File: src/rtl/uart_pkt_pkg.sv
// Shared definitions for the UART command-packet path: parser states, the default
// start byte and the command codes understood by the LCD/sensor control logic.
package uart_pkt_pkg;

   typedef enum logic [2:0] {
      S_HUNT = 3'd0,
      S_CMD  = 3'd1,
      S_LEN  = 3'd2,
      S_DATA = 3'd3,
      S_CHK  = 3'd4,
      S_OUT  = 3'd5
   } state_e;

   localparam logic [7:0] SYNC_DEFAULT = 8'hAA;

   localparam logic [7:0] CMD_LCD_WR  = 8'h01;
   localparam logic [7:0] CMD_LCD_CLR = 8'h02;
   localparam logic [7:0] CMD_DHT_RD  = 8'h10;

endpackage

File: src/rtl/uart_fifo_reader.sv
// Paces reads from the RX FIFO: one ren pulse, then the byte is presented the following
// cycle; no new read is issued until that byte has been consumed.
module uart_fifo_reader (
   input  logic       i_clk,
   input  logic       i_reset,
   input  logic       i_rvalid,
   input  logic [7:0] i_rdata,
   input  logic       i_hold,
   output logic       o_ren,
   output logic       o_byte_vld,
   output logic [7:0] o_byte
);

   logic r_ren;
   logic r_byte_vld;

   // ren and byte_vld gate each other, giving at least 3 cycles per byte so a FIFO that
   // is just going empty is never read twice on a stale rvalid.
   always_ff @(posedge i_clk) begin
      if (i_reset) begin
         r_ren      <= 1'b0;
         r_byte_vld <= 1'b0;
      end else begin
         r_ren      <= i_rvalid & ~r_ren & ~r_byte_vld & ~i_hold;
         r_byte_vld <= r_ren;
      end
   end

   assign o_ren      = r_ren;
   assign o_byte_vld = r_byte_vld;
   assign o_byte     = i_rdata;

endmodule

File: src/rtl/uart_cmd_parser.sv
// Assembles SYNC/CMD/LEN/PAYLOAD/CHK packets from the RX FIFO and presents checksum-valid
// commands on a valid/ready port; malformed packets are dropped with a one-cycle error pulse.
module uart_cmd_parser
   import uart_pkt_pkg::*;
#(
   parameter int unsigned MAX_LEN = 4,
   parameter logic [15:0] TIMEOUT = 16'd50000,
   parameter logic [7:0]  SYNC    = SYNC_DEFAULT
) (
   input  logic                   mclk,
   input  logic                   reset,
   input  logic                   rvalid,
   input  logic [7:0]             rdata,
   output logic                   ren,
   output logic                   cmd_valid,
   input  logic                   cmd_ready,
   output logic [7:0]             cmd_code,
   output logic [3:0]             cmd_len,
   output logic [8*MAX_LEN-1:0]   cmd_data,
   output logic                   chk_err,
   output logic                   len_err,
   output logic                   to_err,
   output logic [7:0]             pkt_cnt
);

   localparam logic [7:0] MaxLenByte = 8'(MAX_LEN);

   state_e               r_state;
   logic [7:0]           r_code;
   logic [7:0]           r_chk;
   logic [3:0]           r_len;
   logic [3:0]           r_idx;
   logic [8*MAX_LEN-1:0] r_buf;
   logic [15:0]          r_to_cnt;
   logic                 r_cmd_valid;
   logic [7:0]           r_cmd_code;
   logic [3:0]           r_cmd_len;
   logic [8*MAX_LEN-1:0] r_cmd_data;
   logic                 r_chk_err;
   logic                 r_len_err;
   logic                 r_to_err;
   logic [7:0]           r_pkt_cnt;

   logic       w_byte_vld;
   logic [7:0] w_byte;
   logic       w_hold;
   logic       w_in_pkt;
   logic       w_to_hit;

   assign w_hold   = (r_state == S_OUT);
   assign w_in_pkt = (r_state == S_CMD) || (r_state == S_LEN) ||
                     (r_state == S_DATA) || (r_state == S_CHK);
   // A byte landing on the terminal count wins over the timeout.
   assign w_to_hit = w_in_pkt && !w_byte_vld && (r_to_cnt == TIMEOUT);

   uart_fifo_reader u_reader (
      .i_clk      (mclk),
      .i_reset    (reset),
      .i_rvalid   (rvalid),
      .i_rdata    (rdata),
      .i_hold     (w_hold),
      .o_ren      (ren),
      .o_byte_vld (w_byte_vld),
      .o_byte     (w_byte)
   );

   always_ff @(posedge mclk) begin
      if (reset) begin
         r_state     <= S_HUNT;
         r_code      <= '0;
         r_chk       <= '0;
         r_len       <= '0;
         r_idx       <= '0;
         r_buf       <= '0;
         r_to_cnt    <= '0;
         r_cmd_valid <= 1'b0;
         r_cmd_code  <= '0;
         r_cmd_len   <= '0;
         r_cmd_data  <= '0;
         r_chk_err   <= 1'b0;
         r_len_err   <= 1'b0;
         r_to_err    <= 1'b0;
         r_pkt_cnt   <= '0;
      end else begin
         r_chk_err <= 1'b0;
         r_len_err <= 1'b0;
         r_to_err  <= 1'b0;

         if (!w_in_pkt || w_byte_vld) begin
            r_to_cnt <= '0;
         end else begin
            r_to_cnt <= r_to_cnt + 16'd1;
         end

         if (w_to_hit) begin
            r_to_err <= 1'b1;
            r_state  <= S_HUNT;
         end else begin
            case (r_state)
               S_HUNT: begin
                  if (w_byte_vld && (w_byte == SYNC)) r_state <= S_CMD;
               end
               S_CMD: begin
                  if (w_byte_vld) begin
                     r_code  <= w_byte;
                     r_chk   <= w_byte;
                     r_state <= S_LEN;
                  end
               end
               S_LEN: begin
                  if (w_byte_vld) begin
                     if (w_byte > MaxLenByte) begin
                        r_len_err <= 1'b1;
                        r_state   <= S_HUNT;
                     end else begin
                        r_len   <= w_byte[3:0];
                        r_chk   <= r_chk ^ w_byte;
                        r_idx   <= '0;
                        r_buf   <= '0;
                        r_state <= (w_byte == 8'd0) ? S_CHK : S_DATA;
                     end
                  end
               end
               S_DATA: begin
                  if (w_byte_vld) begin
                     for (int unsigned i = 0; i < MAX_LEN; i++) begin
                        if (r_idx == 4'(i)) r_buf[8*i +: 8] <= w_byte;
                     end
                     r_chk <= r_chk ^ w_byte;
                     r_idx <= r_idx + 4'd1;
                     if (r_idx == (r_len - 4'd1)) r_state <= S_CHK;
                  end
               end
               S_CHK: begin
                  if (w_byte_vld) begin
                     if (w_byte == r_chk) begin
                        r_cmd_valid <= 1'b1;
                        r_cmd_code  <= r_code;
                        r_cmd_len   <= r_len;
                        r_cmd_data  <= r_buf;
                        r_state     <= S_OUT;
                     end else begin
                        r_chk_err <= 1'b1;
                        r_state   <= S_HUNT;
                     end
                  end
               end
               S_OUT: begin
                  if (r_cmd_valid && cmd_ready) begin
                     r_cmd_valid <= 1'b0;
                     r_pkt_cnt   <= r_pkt_cnt + 8'd1;
                     r_state     <= S_HUNT;
                  end
               end
               default: r_state <= S_HUNT;
            endcase
         end
      end
   end

   assign cmd_valid = r_cmd_valid;
   assign cmd_code  = r_cmd_code;
   assign cmd_len   = r_cmd_len;
   assign cmd_data  = r_cmd_data;
   assign chk_err   = r_chk_err;
   assign len_err   = r_len_err;
   assign to_err    = r_to_err;
   assign pkt_cnt   = r_pkt_cnt;

endmodule

File: config.mk
export PLATFORM = sky130hd
export DESIGN_NAME = uart_cmd_parser
export DESIGN_NICKNAME = d
export VERILOG_FILES = /design/src/rtl/uart_pkt_pkg.sv /design/src/rtl/uart_fifo_reader.sv /design/src/rtl/uart_cmd_parser.sv
export SDC_FILE = /design/constraint.sdc
export NUM_CORES = 1
export LEC_CHECK = 0
export ABC_AREA = 1
export CORE_ASPECT_RATIO = 0.6
export CORE_MARGIN = 2
export CORE_UTILIZATION = 55
export CTS_BUF_LIST = sky130_fd_sc_hd__clkbuf_4 sky130_fd_sc_hd__clkbuf_8
export DETAILED_ROUTE_END_ITERATION = 10
export PLACE_DENSITY = 0.85
export SETUP_SLACK_MARGIN = 0.02
export SLEW_MARGIN = 0
export SYNTH_ARGS = -nofsm -noshare
export SYNTH_HDL_FRONTEND = slang
export SYNTH_SLANG_ARGS = --single-unit
File: constraint.sdc
create_clock -name mclk -period 4.2 [get_ports mclk]
set_clock_uncertainty 0.1 [all_clocks]
set_input_delay 0.63 -clock mclk [delete_from_list [all_inputs] [get_ports mclk]]
set_output_delay 0.63 -clock mclk [all_outputs]
set_load 0.02 [all_outputs]
==> results of run 1 <==
[cells by family (layout without fill, tap and decap cells)]
family | Yosys count | after routing | share of synthesized area
AND/OR/NAND/NOR | 437 | 437 | 0.306
buffers and inverters | 152 | 219 | 0.108
flip-flops | 133 | 133 | 0.447
AO/OA/AOI/OAI | 124 | 124 | 0.105
XOR/XNOR | 11 | 11 | 0.0162
adder cells (fa/ha/maj) | 8 | 8 | 0.0168
[routing by layer]
layer / global-route usage / vias to the layer above / wire, µm
li1: - / 2832 / -
met1: 0.358 / 2402 / 7130
met2: 0.332 / 156 / 5320
met3: 0.0536 / 20 / 798
met4: 0.0835 / 0 / 217
met5: 0 / - / 0
[layout by cell type, fill, tap and decap left out, types with 6 or more instances in the layout]
master	Yosys	routed
nand2_1	205	205
nor2_1	146	146
dfxtp_1	133	133
inv_1	107	107
a21oi_1	72	72
clkdlybuf4s50_1	0	68
o21ai_0	44	44
nand3_1	34	34
nand4_1	29	29
clkbuf_8	0	18
xnor2_1	9	9
nor3_1	9	9
ha_1	8	8
buf_4	8	7
inv_2	5	6
bufinv_16	0	6
[critical path: cells and delay by family, from the launching register on]
kind               cells  cell delay (ns)
DFF                    1             0.40
AOI/OAI and AO/OA      2             0.39
and+or+nand+nor        3             1.64
[state kept, by name (all words and copies together) (netlist names), 3 cells and up]
signal	cells
r_code	8
r_to_cnt	16
r_len	4
r_chk	8
cmd_code	8
r_state	3
pkt_cnt	8
cmd_data	32
cmd_len	4
r_idx	4
r_buf	32
[power breakdown]
group | switching, W | total (W) | internal [W]
logic | 0.000233 | 0.000335 | 0.000103
clock network | 0.000485 | 0.00128 | 0.000796
registers | 0.0000323 | 0.00132 | 0.00129
[through the flow]
stage	setup slack [ns]	hold WS (ns)
finish	1.54	0.350
global route	1.33	0.371
CTS	1.61	0.349
detailed placement	1.16	0.340
global placement	1.28	0.333
floorplan	2.39	0.324
[cell type report]
cell class / count / area, µm²
Clock inverter: 10 / 203
Multi-Input combinational cell: 580 / 2660
Sequential cell: 133 / 2660
Tap cell: 139 / 174
Inverter: 113 / 424
Clock buffer: 21 / 270
Fill cell: 888 / 3430
Timing Repair Buffer: 75 / 733
[final timing paths]
path              startpoint   endpoint  slack [ns]
setup / recovery  r_state[1]   r_buf[2]        1.54
hold / removal     r_buf[16]  r_buf[16]        0.35
setup reg to reg  r_state[1]   r_buf[2]        1.54
hold reg to reg    r_buf[16]  r_buf[16]        0.35
==> flow_summary.yaml, run 1 <==
placed_design:
  portBuffers: 68
  place_area_mm2: 0.00665
  dp_cells: 1040
  detailedPlacementHpwl_um: 8930
  gp_congestion: 0.882
clock_tree:
  clock_path_buffers: 2
  clk_latency_ns: 0.44
  cts_hold_buf: 0
  cts_root_buf: "clkbuf_8"
  path_clk_slew_ns: 0.07
  post_cts_resized: 0
  cts_tree: "yes"
  cts_buffers: 17
  htreeDepth: 4
  clock_sinks: 133
  cts_setup_buffers: 0
route:
  drt_iter0_markers: 546
  via_count: 5410
  drc: 0
  drtPass1Iterations: 5
  antenna_left: 0
  post_drt_wl_per_cell_um: 12.6
  wirelength_um: 13500
  via_per_inst: 5.05
global_route:
  grt-ovfl-total: 0
  antenna_found_initial: 0
  grt_pass1_vias: 4723
  track_usage: 0.238
  grt_max_degree: 89
  grt_pass1_wl_um: 22700
yosys:
  yosys.area.top_type_share: 0.447
  synth_edf_count: 0
  syn-num-nets: 885
  synth_top_area_cell: "dfxtp_1"
  synthMostInstantiatedCell: "nand2_1"
  syn-instance-count: 865
  synth_common_cells: "nand2_1, nor2_1, dfxtp_1"
  ys_seq_area_frac: 0.447
  yosysWarningCount: 0
  syn_area_per_cell_um2: 6.88
  ys_seq_elements: 133
  netlist_top_cells_area: "dfxtp_1, nand2_1, nor2_1"
  synthArstFlopShare: 0
  yosysUniqueCellTypes: 32
  synth_area_mm2: 0.00595
  synth-main-ff-cell: "dfxtp_1"
final_layout:
  antennaDiodeCount: 0
  final_util: 0.675
  syn2layout_area_growth_pct: 19.6
  drive_gt1_frac: 0.0558
  stdcell_area_mm2: 0.00712
  instances_no_fill: 1071
  nets: 940
critical_path:
  cp.arrival_ns: 2.88
  worstSetupStartpointType: "flip-flop"
  slowest_delay_ns: 0.72
  cpMaxStageDelayCell: "nor2_2"
  crit_chain: "nand2_1, nor2_2, nand3_1, o21ai_0, a21oi_1"
  end_kind: "flip-flop"
  critPathKind: "reg2reg"
  path_max_fanout: 20
  worstRegToRegCells: 5
  crit_required_ns: 4.41
sta:
  setup_viol: 0
  slew_violations: 0
  worstMarginPinSlew_ns: 1.03
  finalSetupTns_ns: 0
  grt_setup_unrepaired: "false"
  period_share: 0.634
  max_freq_ghz: 0.376
  fin_crit_ns: 2.66
  timing.slew.headroom: 0.313
  hold_violations: 0
power_and_ir_drop:
  finalPower_w: 0.00294
  power.density_mw_per_mm2: 413
  vdd.ir_drop.worst_uv: 253
  p_leak_nw: 3.10
die:
  pin_count: 69
  die_w_um: 138
  core_area_mm2: 0.0106
  die_h_um: 84.6
  die-area_mm2: 0.0117
  rows: 29
  initial_core_util: 0.564
status:
  status: "finished clean"
worst_hold_path:
  min_path_type: "reg2reg"
  hold_path_depth: 2
job:
  max_cap_violations: 0
Power figures use the tool's default switching activity.
==> inputs of run 2 (changes only) <==
- CORE_UTILIZATION: 55 -> 52
- PLACE_DENSITY: 0.85 -> 0.84
- clock period: 4.2 -> 2.2 ns (I/O delays scaled with it)
==> flow_summary.yaml, run 2 (synthesis gave the netlist of run 1 again) <==
sta:
  setup_viol: 0
  period_share: 0.870
  fin_crit_ns: 1.91
  slew_violations: 0
  hold_slack_ns: 0.348
  worstMarginPinSlew_ns: 0.452
  hold_violations: 0
  setup_ws_ns: 0.286
  grt_setup_unrepaired: "false"
  timing.slew.headroom: 0.698
  max_freq_ghz: 0.522
global_route:
  track_usage: 0.235
  grt-ovfl-total: 0
  grt_pass1_vias: 4827
  grt_max_degree: 61
  antenna_found_initial: 0
  grt_pass1_wl_um: 23100
critical_path:
  cp.arrival_ns: 1.48
  end_kind: "primary output"
  crit_chain: "clkdlybuf4s50_1"
  worstRegToRegCells: 6
  worstSetupStartpointType: "flip-flop"
  critPathKind: "reg2out"
  cpLargestDelayFamily: "buffers and inverters"
  crit_buf_inv: 1
  cpMaxStageDelayCell: "clkdlybuf4s50_1"
  slowest_delay_ns: 0.64
  crit_cells: 1
  path_max_fanout: 5
  crit_required_ns: 1.77
final_layout:
  final_common_cell: "nand2_1"
  multiInputGateArea_mm2: 0.00266
  final_util: 0.652
  num-fill-cells: 998
  antennaDiodeCount: 0
  drive_gt1_frac: 0.0833
  mostFrequentLayoutCells: "nand2_1, nor2_1, dfxtp_1"
  regArea_mm2: 0.00266
  syn2layout_area_growth_pct: 22.9
  nets: 968
route:
  via_count: 5520
  via_per_inst: 5.00
  post_drt_wl_per_cell_um: 12.5
  drtPass1Iterations: 5
  drt_iter0_markers: 483
  antenna_left: 0
  wirelength_um: 13800
  drc: 0
power_and_ir_drop:
  p_leak_nw: 3.21
  finalPower_w: 0.00534
  vdd.ir_drop.worst_uv: 405
  power.density_mw_per_mm2: 729
worst_hold_path:
  hold_path_depth: 2
  min_path_type: "reg2reg"
die:
  die_w_um: 142
  die_h_um: 86.9
  initial_core_util: 0.531
  core_area_mm2: 0.0112
  die-area_mm2: 0.0124
  pin_count: 69
  rows: 30
status:
  status: "finished clean"
clock_tree:
  clk_latency_ns: 0.44
  clock_path_buffers: 2
  cts_hold_buf: 0
  cts_buffers: 17
  post_cts_resized: 0
  clock_sinks: 133
  cts_tree: "yes"
  htreeDepth: 4
  cts_setup_buffers: 0
  cts_root_buf: "clkbuf_8"
  path_clk_slew_ns: 0.07
placed_design:
  portBuffers: 68
  place_ws_ns: -0.0642
  gp_congestion: 0.854
  detailedPlacementHpwl_um: 9560
job:
  max_cap_violations: 0
[run 2: worst paths after layout]
check / start / endpoint / slack, ns
min: r_buf[5] / r_buf[5] / 0.35
min reg2reg: r_buf[5] / r_buf[5] / 0.35
max reg2reg: r_state[0] / r_buf[1] / 0.29
max: pkt_cnt[6] / pkt_cnt[6] / 0.29
[run 2: report_power, final]
group / switching [W] / total (W) / internal, W
logic: 0.000472 / 0.000721 / 0.000250
registers: 0.0000630 / 0.00253 / 0.00247
clock network: 0.000963 / 0.00209 / 0.00112
[run 2: stage by stage]
step / std cells / TNS [ns] / area (µm²)
final: 1104 / 0 / 7320
after global routing: 1104 / 0 / 7320
after floorplan: 865 / 0 / 5950
after detailed placement: 1073 / -0.285 / 6920
after CTS: 1104 / 0 / 7320
after global placement: 1073 / -0.0117 / 6920
[run 2: cell type report]
cell class              instances  share of cell area
clock buffers                  18              0.0330
flip-flops and latches        133               0.364
repair buffers                103               0.136
clock inverters                13              0.0215
inverters                     113              0.0580
multi-input cells             580               0.363
well taps                     144              0.0246
[run 2: per-layer routing]
layer	wire, µm	part of all wire	global-route usage	up-vias
met5	0	0	0	-
met1	7230	0.52	0.363	2450
met2	5410	0.39	0.314	168
met4	170	0.012	0.0764	0
met3	987	0.072	0.0605	19
li1	-	-	-	2883
[run 2: worst reg2reg max path: stages, from the launching register on]
cell     delay (ns)
dfxtp_1        0.58
inv_1          0.16
nor2_4         0.17
inv_2          0.11
nor2_1         0.33
nand4_1        0.19
a21oi_1        0.20
==> inputs of run 3 (changes only) <==
- TNS_END_PERCENT: not set -> 20
==> results of run 3 <==
Final layout, timing and power as in run 2 (identical DEF).
